`config.mk`:
```
export PLATFORM = sky130hd
export DESIGN_NAME = aes256_key_expander
export DESIGN_NICKNAME = d
export VERILOG_FILES = /design/src/rtl/aes256_key_expander.sv
export SDC_FILE = /design/constraint.sdc
export NUM_CORES = 2
export LEC_CHECK = 0
export CORE_MARGIN = 5
export CORE_UTILIZATION = 30
export CTS_CLUSTER_DIAMETER = 200
export DETAILED_ROUTE_END_ITERATION = 10
export PLACE_DENSITY_LB_ADDON = 0.2
export SYNTH_ARGS = -nofsm -noshare
export SYNTH_HDL_FRONTEND = slang
export SYNTH_SLANG_ARGS = --single-unit
```
`constraint.sdc`:
```
create_clock -name clk -period 11.7 [get_ports clk]
set_input_delay 1.17 -clock clk [delete_from_list [all_inputs] [get_ports clk]]
set_output_delay 1.17 -clock clk [all_outputs]
set_load 0.01 [all_outputs]
```
`src/rtl/aes256_key_expander.sv`:
```
// -----------------------------------------------------------------------------
// aes256_key_expander
//
// Expands a 256-bit AES cipher key into the 15 AES-256 round keys, one round
// key per clock, and keeps them in a small round-key memory. The encipher
// stage reads any stored round key combinationally by round index.
//
// The SubWord S-box is not instantiated here. The word to be substituted is
// presented on sboxw and the parent returns the substituted word on new_sboxw
// in the same cycle, so several blocks can share one set of S-boxes.
//
// Handshake: init is a single-cycle request. It is accepted only on a rising
// edge where ready=1. ready stays low while the schedule is being written and
// rises once all 15 entries hold the new schedule. init seen while ready=0 is
// dropped. The round_key port is only meaningful while ready=1.
//
// Ports
//   clk        in   1    system clock, rising edge
//   reset_n    in   1    synchronous active-low reset
//   key        in   256  cipher key, key[255:224] is word w0; sampled on accept
//   init       in   1    start expansion (single-cycle pulse)
//   round      in   4    round-key index to read
//   round_key  out  128  mem[round] for round 0..14, zero for round 15
//   sboxw      out  32   SubWord operand (last word of the previous round key)
//   new_sboxw  in   32   SubWord result for sboxw, same cycle
//   ready      out  1    idle with a complete schedule in memory
// -----------------------------------------------------------------------------
module aes256_key_expander #(
    parameter int NUM_ROUNDS = 15
) (
    input  logic         clk,
    input  logic         reset_n,
    input  logic [255:0] key,
    input  logic         init,
    input  logic [3:0]   round,
    output logic [127:0] round_key,
    output logic [31:0]  sboxw,
    input  logic [31:0]  new_sboxw,
    output logic         ready
);

    localparam logic [3:0] LAST_IDX = 4'(NUM_ROUNDS - 1);

    typedef enum logic {
        S_IDLE     = 1'b0,
        S_GENERATE = 1'b1
    } state_t;

    state_t         r_state;
    state_t         w_next_state;

    logic [255:0]   r_key;
    logic [3:0]     r_counter;
    logic [7:0]     r_rcon;
    logic [127:0]   r_prev_key0;
    logic [127:0]   r_prev_key1;
    logic [127:0]   r_mem [NUM_ROUNDS];
    logic           r_ready;

    logic           w_start;
    logic           w_gen;
    logic           w_last;
    logic           w_rcon_step;
    logic [31:0]    w_tmp;
    logic [31:0]    w_k0;
    logic [31:0]    w_k1;
    logic [31:0]    w_k2;
    logic [31:0]    w_k3;
    logic [127:0]   w_write_data;
    logic [7:0]     w_rcon_next;

    // ---------------- state register ----------------
    always_ff @(posedge clk) begin
        if (!reset_n) begin
            r_state <= S_IDLE;
        end else begin
            r_state <= w_next_state;
        end
    end

    // ---------------- next-state logic ----------------
    always_comb begin
        w_next_state = r_state;
        case (r_state)
            S_IDLE:     if (init) w_next_state = S_GENERATE;
            S_GENERATE: if (r_counter == LAST_IDX) w_next_state = S_IDLE;
            default:    w_next_state = S_IDLE;
        endcase
    end

    // ---------------- output / control decode ----------------
    always_comb begin
        w_start     = (r_state == S_IDLE) && init;
        w_gen       = (r_state == S_GENERATE);
        w_last      = w_gen && (r_counter == LAST_IDX);
        // Even rounds from 2 upward use the RotWord+Rcon form and advance rcon.
        w_rcon_step = (r_counter[3:1] != 3'd0) && !r_counter[0];
    end

    // ---------------- round-key datapath ----------------
    always_comb begin
        // RotWord after SubWord equals SubWord after RotWord (bytewise map).
        if (w_rcon_step) begin
            w_tmp = {new_sboxw[23:0], new_sboxw[31:24]} ^ {r_rcon, 24'h0};
        end else begin
            w_tmp = new_sboxw;
        end
        w_k0 = r_prev_key0[127:96] ^ w_tmp;
        w_k1 = r_prev_key0[95:64]  ^ w_k0;
        w_k2 = r_prev_key0[63:32]  ^ w_k1;
        w_k3 = r_prev_key0[31:0]   ^ w_k2;

        case (r_counter)
            4'd0:    w_write_data = r_key[255:128];
            4'd1:    w_write_data = r_key[127:0];
            default: w_write_data = {w_k0, w_k1, w_k2, w_k3};
        endcase

        // xtime: GF(2^8) doubling modulo x^8+x^4+x^3+x+1.
        w_rcon_next = {r_rcon[6:0], 1'b0} ^ (r_rcon[7] ? 8'h1b : 8'h00);
    end

    always_ff @(posedge clk) begin
        if (!reset_n) begin
            r_key       <= '0;
            r_counter   <= '0;
            r_rcon      <= 8'h01;
            r_prev_key0 <= '0;
            r_prev_key1 <= '0;
            r_ready     <= 1'b1;
            for (int i = 0; i < NUM_ROUNDS; i++) begin
                r_mem[i] <= '0;
            end
        end else if (w_start) begin
            r_key     <= key;
            r_counter <= '0;
            r_rcon    <= 8'h01;
            r_ready   <= 1'b0;
        end else if (w_gen) begin
            r_mem[r_counter] <= w_write_data;
            if (r_counter == 4'd0) begin
                r_prev_key0 <= w_write_data;
            end else if (r_counter == 4'd1) begin
                r_prev_key1 <= w_write_data;
            end else begin
                r_prev_key0 <= r_prev_key1;
                r_prev_key1 <= w_write_data;
            end
            if (w_rcon_step) begin
                r_rcon <= w_rcon_next;
            end
            if (w_last) begin
                r_counter <= '0;
                r_ready   <= 1'b1;
            end else begin
                r_counter <= r_counter + 4'd1;
            end
        end
    end

    // ---------------- outputs ----------------
    assign sboxw     = r_prev_key1[31:0];
    assign ready     = r_ready;
    assign round_key = (round <= LAST_IDX) ? r_mem[round] : '0;

endmodule
```
# After elaboration in Yosys (flattened, before gate mapping)
# Memory sizes are Yosys's and may differ from the RTL's.
# Cells that the tools add are included.
totals:
  out_inout_bits: 161
  input_bits: 295
  word_cells: 58
  ram_bits: 1920
  reg_bits: 526
  n_memories: 1
memory_table:
  columns: ["name", "words", "width", "read_ports", "rd_ports_with_merged_regs", "write_ports", "line_no", "source"]
  rows:
  - ["r_mem", 15, 128, 1, 0, 15, "57", "logic [127:0] r_mem [NUM_ROUNDS];"]
classes:
  n_reduce_logical: 14
  eq_ne: 3
  bitwise: 10
  add_sub_neg: 1
  magnitude_cmp: 1
  n_mux: 21
ops:
  columns: ["op", "n"]
  rows:
  - ["$mux 128", 4]
  - ["$pmux 128 s2", 1]
  - ["$xor 32x32->32", 5]
  - ["$reduce_or 128->1", 1]
  - ["$mux 32", 1]
  - ["$mux 1", 11]
  - ["$mux 4", 2]
  - ["$xor 8x5->8", 1]
  - ["$reduce_and 3->1", 2]
  - ["$mux 5", 1]
  - ["$add 4x1->4 const B", 1]
  - ["$eq 4x1->1 const B", 1]
  - ["$eq 4x4->1 const B", 1]
  - ["$le 4x4->1 const B", 1]
  - ["$logic_not 4->1", 1]
  - ["$not 1->1", 4]
  - ["$reduce_and 2->1", 2]
  - ["$reduce_bool 2->1", 2]
  - ["$logic_and 1x1->1", 3]
  - ["$reduce_bool 3->1", 1]
  - ["$ne 2x2->1 const B", 1]
  - ["$pmux 1 s2", 1]
  - ["$reduce_or 2->1", 1]
  - ["$logic_not 1->1", 1]

# Depth between registers and ports, before layout
depth:
  word_depth: 9
  depth_mapped: 11
  ltp_nobuf: 8

# Worst setup path before layout
# OpenSTA, ideal clock, no wires.
synth_path:
  path_kind: "register to register"
  startpoint: "register r_counter[0]"
  endpoint: "memory r_mem[12][0], enable pin"
  arrival_ns: 4.331
  path_slack_ns: 6.261
  required_time_ns: 10.592
  n_path_buf: 5
  setup_time_ns: 1.108
  synth_period_minus_slack_ns: 5.439
  path_stages_with_launch: 10
  path_cell_list: "dfxtp_1 > clkinv_1 > ha_1 > clkbuf_1 > clkbuf_1 > clkbuf_1 > nand2_1 > clkbuf_1 > buf_1 > nand2_1"
synth_lines:
  columns: ["element", "line_no", "source"]
  rows:
  - ["from (decl)", "53", "logic [3:0] r_counter;"]
  - ["from (signal assigned)", "156", "r_counter <= r_counter + 4'd1;"]
  - ["to (decl)", "57", null]

# Final worst setup path
layout_path:
  startpoint: "input port round[0]"
  endpoint: "output port round_key[82]"
layout_via:
  elab_chain_cells: 2
  elab_cells_between_ends: 3
  classes_between: "1 x order compare; 1 x mux; 1 x memory"
layout_rtl:
  columns: ["element", "line_no", "source"]
  rows:
  - ["from (decl)", "35", "input logic [3:0] round,"]
  - ["$mem_v2 15x128 or $le 4x4->1 (tied branches)", null, null]
  - ["$mux 128 (*)", "164", "assign round_key = (round <= LAST_IDX) ? r_mem[round] : '0;"]
  - ["to (decl)", "36", "output logic [127:0] round_key,"]
# Every way passes the cells marked *; elsewhere a longest branch is shown, timed or not.

==> metrics.md <==
| Metric | Value |
|---|---|
| Tmin final | a little over 7000 ps |
| Cell row count | 225 |
| Clk_skew | between 60 and 70 ps |
| Final period util | 60.63% |
| Core ar. | between 0.3 and 0.4 mm^2 |
| Final WS setup | 4607 ps |
| Reg2Reg Depth | 6 |
| Clk sink count | around 2,600 |
| PwrDens | 167.7 mW/mm^2 |
| Inst Count DP | around 13,000 |
| Net Count, Synth | between 8,000 and 9,000 |
| HP Class | reg -> reg |
| Die area | 0.3890 mm^2 |
| Met3 WL | a little over 30 mm |
| CTS max path bufs | 4 |
| Post-synth EDFFs | between 2,000 and 2,500 |
| Root Driver | clkbuf_16 |
| Die width | roughly 620 um |
| Leakage power | around 46 nW |
| Iter 0 DRT Violations | 8,408 |
| Vias per cell | approximately 5.3 |
| Num ports | 456 |
| Syn avg cell area | 13.08 um^2 |
| Synth cell types | 49 |
| Synth top cells by count | nor2_1, edfxtp_1, nand2_1, mux4_2, clkbuf_1 |
| Gate Count Post-Synth | 8,637 |
| Slew @ Worst Pin | 1376 ps |
| CTS tree | done |
| Count leader, synth | nor2_1 |
| Max cap viols | 0 |
| Fin util | around a third |
| Post-synth top flop | edfxtp_1 |
| Unrepaired setup endpoints after global routing | no |
| First-pass GRT wire length | approximately 610 mm |
| DRC | 0 |
| Max Fclk | around 0.14 GHz |
| Seq/Total Area, Yosys | between 60% and 70% |
| Largest net degree at the start of global routing | about 160 |
| Top Metal Used | met5 |
| IO buf count | about 460 |
| CTS resizes | 0 |
| FF+latch count, synth | 2,574 |
| Top cells by area, synth | edfxtp_1, mux4_2, dfxtp_1, nor2_1, nand2_1 |
| Placer Congestion | between 0.8 and 0.9 |
| Endpoints failing setup | 0 |
| DP Wirelength | 257.9 mm |
| Min-Delay Path Depth | 1 |
| Post-Place Setup Slack | roughly 4500 ps |
| Clock latency on the worst-skew pair | roughly 930 ps |
| CP Capture Type | primary output |
| Met2 Wirelength | around 210 mm |
| Setup Buffers After CTS | 0 |
| Vias | 74,300 |
| DR WL/cell | 31.64 um |
| Share of layout cells above drive strength 1 | between 10% and 20% |
| Number of synthesis warnings | 0 |
| Slew margin rel. | 8.265% |
| Final count of pins violating max slew | 0 |
| Routed Wire Length | 443.6 mm |
| GRT Residual Overflow | 0 |
| Vias in the first global route | ~74,000 |
| Final Hold Vio Count | 0 |
| Run status | finished, final reports clean |
| Worst hold margin | 463.6 ps |
| Met1 WL | ~180 mm |
| Crit path launch type | input pin |
| H-tree Lvls | 5 |
| Worst-path clk slew | around 60 ps |
| Non-Filler Instances | approximately 14,000 |
| Crit path arrival time | just under 6000 ps |
| Area growth syn-to-layout | 16.81% |
| Final ANT Viol Nets | 0 |
| CP max FO | 79 |
| CTS Hold Bufs | 0 |
| Critical Path RT | 10,530 ps |
| Iteration count of the initial detailed-routing pass | 6 |
| Initial Util | between 30% and 40% |
| Initial antenna violation count | just under 80 |
| WS Path Type | in -> out |
| Die height | 623.7 um |
| NumNets Final | around 9,000 |
| Mapped Area | 0.1130 mm^2 |
| Setup TNS | 0 ps |
| Peak VDD IR | roughly 0.00013 V |
| Total GRT Usage | 22.10% |
| Post-synth top area cell | edfxtp_1 |
| FFs w/ async S/R, synth | 0% |
| Top cell type's share of synthesized area | between 50 and 60% |
| Num CTS Buffers | between 200 and 300 |
cells by family (layout without fill, tap and decap cells):
kind of cell / after synthesis / after routing / share of synthesized area (%)
multiplexers: 666 / 666 / 13.04
adder cells (fa/ha/maj): 4 / 4 / 0.04429
XOR/XNOR: 237 / 237 / 2.227
AND/OR/NAND/NOR: 3158 / 3158 / 11.04
other: 0 / 43 / 0
flip-flops: 2574 / 2574 / 63.74
AO/OA/AOI/OAI: 1039 / 1039 / 6.470
buffers and inverters: 959 / 1305 / 3.441
state kept, by name, summed over array words and instances (netlist names):
signal,count
r_state,1
r_mem,2048
r_prev_key1,128
r_prev_key0,128
r_counter,4
r_rcon,8
r_key,256
ready,1
critical path, stage by stage:
cell and delay (ps):
buf_8 420, buf_12 430, buf_4 700, buf_4 760, mux4_2 600, mux4_2 570
nor2b_1 220, clkdlybuf4s50_1 570
area by class of cell:
cell class,count,area (um^2)
Tap cell,4994,6248
Fill cell,36413,243600
Antenna cell,43,107.6
Sequential cell,2574,72030
Inverter,135,506.7
Clock inverter,136,1321
Timing Repair Buffer,632,6182
Multi-Input combinational cell,5104,37410
Clock buffer,402,8184
where the power goes:
part	switching [mW]	internal (mW)	total [mW]
Sequential	0.153	10.2	10.4
Combinational	1.62	0.855	2.48
Clock	3.97	5.33	9.30
routing by layer:
layer	track usage, %	vias up
met5	0	-
li1	-	31245
met4	9.710	22
met3	3.778	745
met1	29.28	39016
met2	35.70	3272
through the flow:
stage / instance area (um^2) / power (mW)
6_report: 132000 / 22.14
4_1_cts: 131900 / 22.30
5_1_grt: 132000 / 22.80
2_1_floorplan: 113000 / 11.91
3_5_place_dp: 122400 / 13.05
3_3_place_gp: 122400 / 13.02
path summary, 6_finish.rpt:
check	slack [ps]	from	to
max	4610	round[0]	round_key[82]
min	460	ready	ready
max reg2reg	6200	r_counter[0]	r_mem[0][3]
min reg2reg	460	ready	ready
layout by cell type (no fill, tap or decap), types with 44 or more instances in the layout:
cell and count:
mux4_2 640, a22oi_1 112, clkbuf_16 303, o211a_1 60
a21boi_0 300, clkdlybuf4s50_1 450, clkbuf_1 76, nand2_1 736
a21oi_1 195, a21oi_2 85, o211ai_1 44, nand3_1 68
dfxtp_1 525, nor2b_1 152, xnor2_1 168, edfxtp_1 2048
nor2_1 2105, inv_1 133, buf_4 155, o21ai_0 136
No activity file was read; power rests on OpenSTA's default activity.
